<file path="config.mk">
export PLATFORM = sky130hd
export DESIGN_NAME = key_edge_pio
export DESIGN_NICKNAME = d
export VERILOG_FILES = /design/src/rtl/key_edge_pio.sv
export SDC_FILE = /design/constraint.sdc
export NUM_CORES = 1
export LEC_CHECK = 0
export CORE_ASPECT_RATIO = 0.9
export CORE_MARGIN = 5
export CORE_UTILIZATION = 45
export DETAILED_ROUTE_END_ITERATION = 6
export DONT_BUFFER_PORTS = 1
export GPL_TIMING_DRIVEN = 0
export PLACE_DENSITY = 0.63
export SETUP_SLACK_MARGIN = 0.5
export SLEW_MARGIN = 20
export SYNTH_ARGS = -nofsm -noshare
export SYNTH_HDL_FRONTEND = slang
export SYNTH_SLANG_ARGS = --single-unit
</file>
<file path="constraint.sdc">
create_clock -name clk_clk -period 1.7 [get_ports clk_clk]
set_input_delay 0.51 -clock clk_clk [delete_from_list [all_inputs] [get_ports clk_clk]]
set_output_delay 0.51 -clock clk_clk [all_outputs]
set_load 0.02 [all_outputs]
</file>
<file path="src/rtl/key_edge_pio.sv">
// Avalon-MM push-button PIO: synchronizes and debounces active-low keys,
// latches press edges and raises a masked, registered level interrupt.
module key_edge_pio #(
    parameter int WIDTH           = 4,
    parameter int DEBOUNCE_CYCLES = 50000
) (
    input  logic             clk_clk,
    input  logic             reset_reset_n,
    input  logic             avs_chipselect,
    input  logic [1:0]       avs_address,
    input  logic             avs_read,
    input  logic             avs_write,
    input  logic [31:0]      avs_writedata,
    output logic [31:0]      avs_readdata,
    input  logic [WIDTH-1:0] keys_export,
    output logic             irq
);

    localparam int CNT_W = (DEBOUNCE_CYCLES > 2) ? $clog2(DEBOUNCE_CYCLES) : 1;
    localparam logic [CNT_W-1:0] CNT_LAST = CNT_W'(DEBOUNCE_CYCLES - 1);
    localparam logic [CNT_W-1:0] CNT_ZERO = {CNT_W{1'b0}};
    localparam logic [CNT_W-1:0] CNT_ONE  = CNT_W'(1);

    localparam logic [1:0] ADDR_DATA = 2'd0;
    localparam logic [1:0] ADDR_MASK = 2'd1;
    localparam logic [1:0] ADDR_EDGE = 2'd2;
    localparam logic [1:0] ADDR_RAW  = 2'd3;

    logic [WIDTH-1:0] sync1_r;
    logic [WIDTH-1:0] sync2_r;
    logic [CNT_W-1:0] cnt_r     [WIDTH];
    logic [CNT_W-1:0] cnt_nxt_s [WIDTH];
    logic [WIDTH-1:0] db_r;
    logic [WIDTH-1:0] db_nxt_s;
    logic [WIDTH-1:0] press_s;
    logic [WIDTH-1:0] mask_r;
    logic [WIDTH-1:0] edge_r;
    logic [WIDTH-1:0] edge_nxt_s;
    logic [WIDTH-1:0] w1c_s;
    logic             mask_we_s;
    logic             edge_we_s;
    logic             rd_en_s;
    logic [31:0]      rd_mux_s;
    logic             irq_nxt_s;
    logic             irq_r;

    // Two-flop synchronizer; reset to released (high) so no false press at startup.
    always_ff @(posedge clk_clk or negedge reset_reset_n) begin
        if (!reset_reset_n) begin
            sync1_r <= {WIDTH{1'b1}};
            sync2_r <= {WIDTH{1'b1}};
        end else begin
            sync1_r <= keys_export;
            sync2_r <= sync1_r;
        end
    end

    // Per-key stability counter; state flips only after an unbroken run of disagreement.
    always_comb begin
        for (int i = 0; i < WIDTH; i++) begin
            cnt_nxt_s[i] = CNT_ZERO;
            db_nxt_s[i]  = db_r[i];
            if ((~sync2_r[i]) != db_r[i]) begin
                if (cnt_r[i] == CNT_LAST) begin
                    db_nxt_s[i]  = ~sync2_r[i];
                    cnt_nxt_s[i] = CNT_ZERO;
                end else begin
                    cnt_nxt_s[i] = cnt_r[i] + CNT_ONE;
                end
            end else begin
                cnt_nxt_s[i] = CNT_ZERO;
            end
        end
        press_s = db_nxt_s & ~db_r;
    end

    // Debounce counters and debounced pressed state.
    always_ff @(posedge clk_clk or negedge reset_reset_n) begin
        if (!reset_reset_n) begin
            for (int i = 0; i < WIDTH; i++) begin
                cnt_r[i] <= CNT_ZERO;
            end
            db_r <= {WIDTH{1'b0}};
        end else begin
            for (int i = 0; i < WIDTH; i++) begin
                cnt_r[i] <= cnt_nxt_s[i];
            end
            db_r <= db_nxt_s;
        end
    end

    // Bus decode; a press landing with a clear on the same bit keeps the bit set.
    always_comb begin
        mask_we_s = avs_chipselect & avs_write & (avs_address == ADDR_MASK);
        edge_we_s = avs_chipselect & avs_write & (avs_address == ADDR_EDGE);
        rd_en_s   = avs_chipselect & avs_read;
        if (edge_we_s) begin
            w1c_s = avs_writedata[WIDTH-1:0];
        end else begin
            w1c_s = {WIDTH{1'b0}};
        end
        edge_nxt_s = (edge_r & ~w1c_s) | press_s;
        irq_nxt_s  = |(edge_r & mask_r);
    end

    // Read-data selection; unimplemented upper bits stay zero.
    always_comb begin
        rd_mux_s = 32'd0;
        case (avs_address)
            ADDR_DATA: rd_mux_s[WIDTH-1:0] = db_r;
            ADDR_MASK: rd_mux_s[WIDTH-1:0] = mask_r;
            ADDR_EDGE: rd_mux_s[WIDTH-1:0] = edge_r;
            ADDR_RAW:  rd_mux_s[WIDTH-1:0] = sync2_r;
            default:   rd_mux_s = 32'd0;
        endcase
    end

    // Control/status registers and the registered interrupt.
    always_ff @(posedge clk_clk or negedge reset_reset_n) begin
        if (!reset_reset_n) begin
            mask_r <= {WIDTH{1'b0}};
            edge_r <= {WIDTH{1'b0}};
            irq_r  <= 1'b0;
        end else begin
            if (mask_we_s) begin
                mask_r <= avs_writedata[WIDTH-1:0];
            end else begin
                mask_r <= mask_r;
            end
            edge_r <= edge_nxt_s;
            irq_r  <= irq_nxt_s;
        end
    end

    // Fixed one-cycle read latency; the bus sees a held value between reads.
    always_ff @(posedge clk_clk or negedge reset_reset_n) begin
        if (!reset_reset_n) begin
            avs_readdata <= 32'd0;
        end else if (rd_en_s) begin
            avs_readdata <= rd_mux_s;
        end else begin
            avs_readdata <= avs_readdata;
        end
    end

    assign irq = irq_r;

    generate
        if (WIDTH < 32) begin : g_unused_wdata
            logic unused_wdata_s;
            assign unused_wdata_s = ^avs_writedata[31:WIDTH];
        end
    endgenerate

endmodule

</file>
==> results_dict.tcl <==
set metrics [dict create \
    worstSetupPathType "flip-flop to flip-flop" \
    die_area_mm2 0.0118 \
    fin_crit_sh_pct 113 \
    multi_input_area_mm2 0.00239 \
    core-area_mm2 0.00957 \
    finalMaxSlewViolations 0 \
    status "complete, but fails checks" \
    holdWs_ns -0.161 \
    crit_slowest_cell "or4_4" \
    fillerInstances 785 \
    avgRoutedWirePerCell_um 14.8 \
    synthCells 414 \
    hpwl_um 5490 \
    grt_pass1_wl_um 15400 \
    tightest_slew_ns 0.563 \
    relSlewSlack_pct 62.2 \
    netlist-cell-type-count 40 \
    drtIter0Drc 107 \
    power.leakage_nw 2.34 \
    start_util_pct 45.8 \
    fin_area_mm2 0.00578 \
    ant_nets 0 \
    setup_ws_ns -0.225 \
    synthArstFlopShare_pct 100 \
    grt_pass1_vias 3122 \
    vias 3231 \
    violations "negative hold slack, negative setup slack" \
    maxCapViolations 0 \
    slowest_delay_ns 0.59 \
    critPathMaxFanout 5 \
    ios 76 \
    layout.cells.non_filler 634 \
    die-height_um 104 \
    final_nets 550 \
    netlist_area_mm2 0.00438 \
    r2r_start "cnt_r[29]" \
    grt_start_max_net_pins 90 \
    cts_buffers 9 \
    finalHoldViolCount 83 \
    port_buffers 0 \
    dp_slack_ns -0.245 \
    yosys_warnings 0 \
    crit_start "cnt_r[29]" \
    worst_path_dominant_cell_family "simple AND/OR/NAND/NOR gates" \
    setup_violations 25 \
    synth_area_per_cell_um2 10.6 \
    die-width_um 114 \
    startpoint_type "flip-flop" \
    place_inst 567 \
    wl_um 9410 \
    htreeDepth 3 \
    crit_required_ns 1.94 \
    clock_sinks 89 \
    synth.yosys.seq_area_share_pct 51.1 \
    gp_congestion 0.806 \
    post_dp_cell_area_mm2 0.00470 \
    final_layout_size_suffix_gt1_share_pct 42.1 \
    clockRootBuffer "clkbuf_8" \
    crit_arrival_ns 2.17 \
    track_usage_pct 16.0 \
    power_density_mw_per_mm2 719 \
    synthToLayoutAreaGrowth_pct 32.0 \
    detail_route.first_pass.iterations 5 \
    skew_ns 0.00882 \
    rows 34 \
    vdd_ir_drop_max_v 0.000466 \
    path_cells "or4b_4 -> or4_4 -> nand2_8 -> clkbuf_16 -> nor2_1" \
    rsz0062_at_grt "true" \
    drc 0 \
    cp_num_buf_inv 1 \
    antenna_found_initial 0 \
    vias_per_cell 5.10 \
    post-route-min-period_ns 1.92 \
    max_freq_ghz 0.520 \
    endpoint_kind "flip-flop" \
    clock_latency_ns 0.35 \
    grt-ovfl-total 0 \
    hold_class "primary input to async pin" \
    synth-edff-count 0 \
    tritoncts "yes" \
    synth_flop_cell "dfrtp_1" \
    antenna_cells 0 \
    ys_seq_elements 89 \
    path_clk_slew_ns 0.09 \
    cts_buffer_depth 2 \
    regArea_mm2 0.00226 \
]
## report_power, final
part | switching, mW | total [mW] | internal (mW)
Combinational | 0.180 | 0.397 | 0.217
Clock | 0.745 | 1.43 | 0.685
Sequential | 0.113 | 2.33 | 2.22
## cell families after synthesis
| family | synth area share, % |
|---|---|
| other | 0.0856 |
| xor gates and xnor gates | 11.8 |
| buffers and inverters | 7.37 |
| adders and majority gates | 1.14 |
| AOI/OAI and AO/OA | 2.74 |
| and+or+nand+nor | 21.0 |
| muxes | 4.80 |
| DFF | 51.1 |
## state kept, by name, summed over array words and instances (netlist names)
signal	flops
sync1_r	4
edge_r	4
avs_readdata	4
cnt_r	64
irq	1
sync2_r	4
db_r	4
mask_r	4
## per-stage QoR
step	utilization (%)	setup TNS [ns]	power, mW	hold WS (ns)
after CTS	56.9	-3.09	4.16	-0.181
after detailed placement	49.1	-6.60	2.64	0.217
after global routing	60.4	-5.04	4.35	-0.194
final	60.4	-3.56	4.16	-0.161
after global placement	49.1	-6.02	2.63	0.216
after floorplan	-	-1.71	2.58	0.214
## repair_timing
item,CTS,global route
pin swaps,19,20
cloned,3,1
setup buffers,39,8
endpoints found under the hold margin,89,89
gates resized for setup,60,69
setup endpoints to repair,81,81
## cell usage in the layout, fill, tap and decap left out, types with 12 or more instances in the layout
cell     Yosys  layout
dfrtp_1     81      66
nor2_4       0      14
conb_1       1      28
dfrtp_2      0      15
xnor2_1     49      48
buf_4       28      68
nand3_1     23      17
inv_1       18      18
nand4_1     18      18
nand2_1     20      18
nor4_1      20      13
nor2_1      69      30
nor2_2       0      25
buf_6        1      12
## layout make-up
cell class,count,share of cell area [%]
repair buffers,51,7.64
inverters,18,1.17
clock inverters,4,0.931
plain buffers,33,4.83
clock buffers,12,2.34
multi-input cells,301,41.4
well taps,126,2.73
flip-flops and latches,89,39.0
## synthesized netlist by cell type, types with 8 or more instances
library cell,count,area share (%)
dfrtp_1,81,46
nor2_1,69,5.9
xnor2_1,49,9.8
buf_4,28,4.8
nand3_1,23,2.6
nand2_1,20,1.7
nor4_1,20,2.9
inv_1,18,1.5
nand4_1,18,2.6
nor3_1,14,1.6
xor2_1,10,2.0
dfstp_2,8,4.8
mux2_2,8,2.1
## per-layer routing
metal  vias to the layer above  routed length (µm)  GRT usage [%]
li1                       1555                   -              -
met1                      1585                3970           22.5
met2                        81                4760           23.7
met3                        10                 593           5.71
met4                         0                  82           3.73
met5                         -                   0              0
## worst paths after layout
kind	to	slack, ns	depth (start not counted)
min in group clk_clk	sync1_r[0]	0.14	0
max	cnt_r[25]	-0.22	5
max reg2reg	cnt_r[25]	-0.22	5
min	cnt_r[43]	-0.16	0
max in group asynchronous	sync1_r[3]	1.63	0
min reg2reg	sync2_r[1]	0.36	0
## worst reg2reg max path: stages, from the launching register on
cell       delay (ns)
dfrtp_1          0.39
or4b_4           0.52
or4_4            0.59
nand2_8          0.12
clkbuf_16        0.15
nor2_1           0.04
Note: power is estimated with default switching activity, not from simulation.
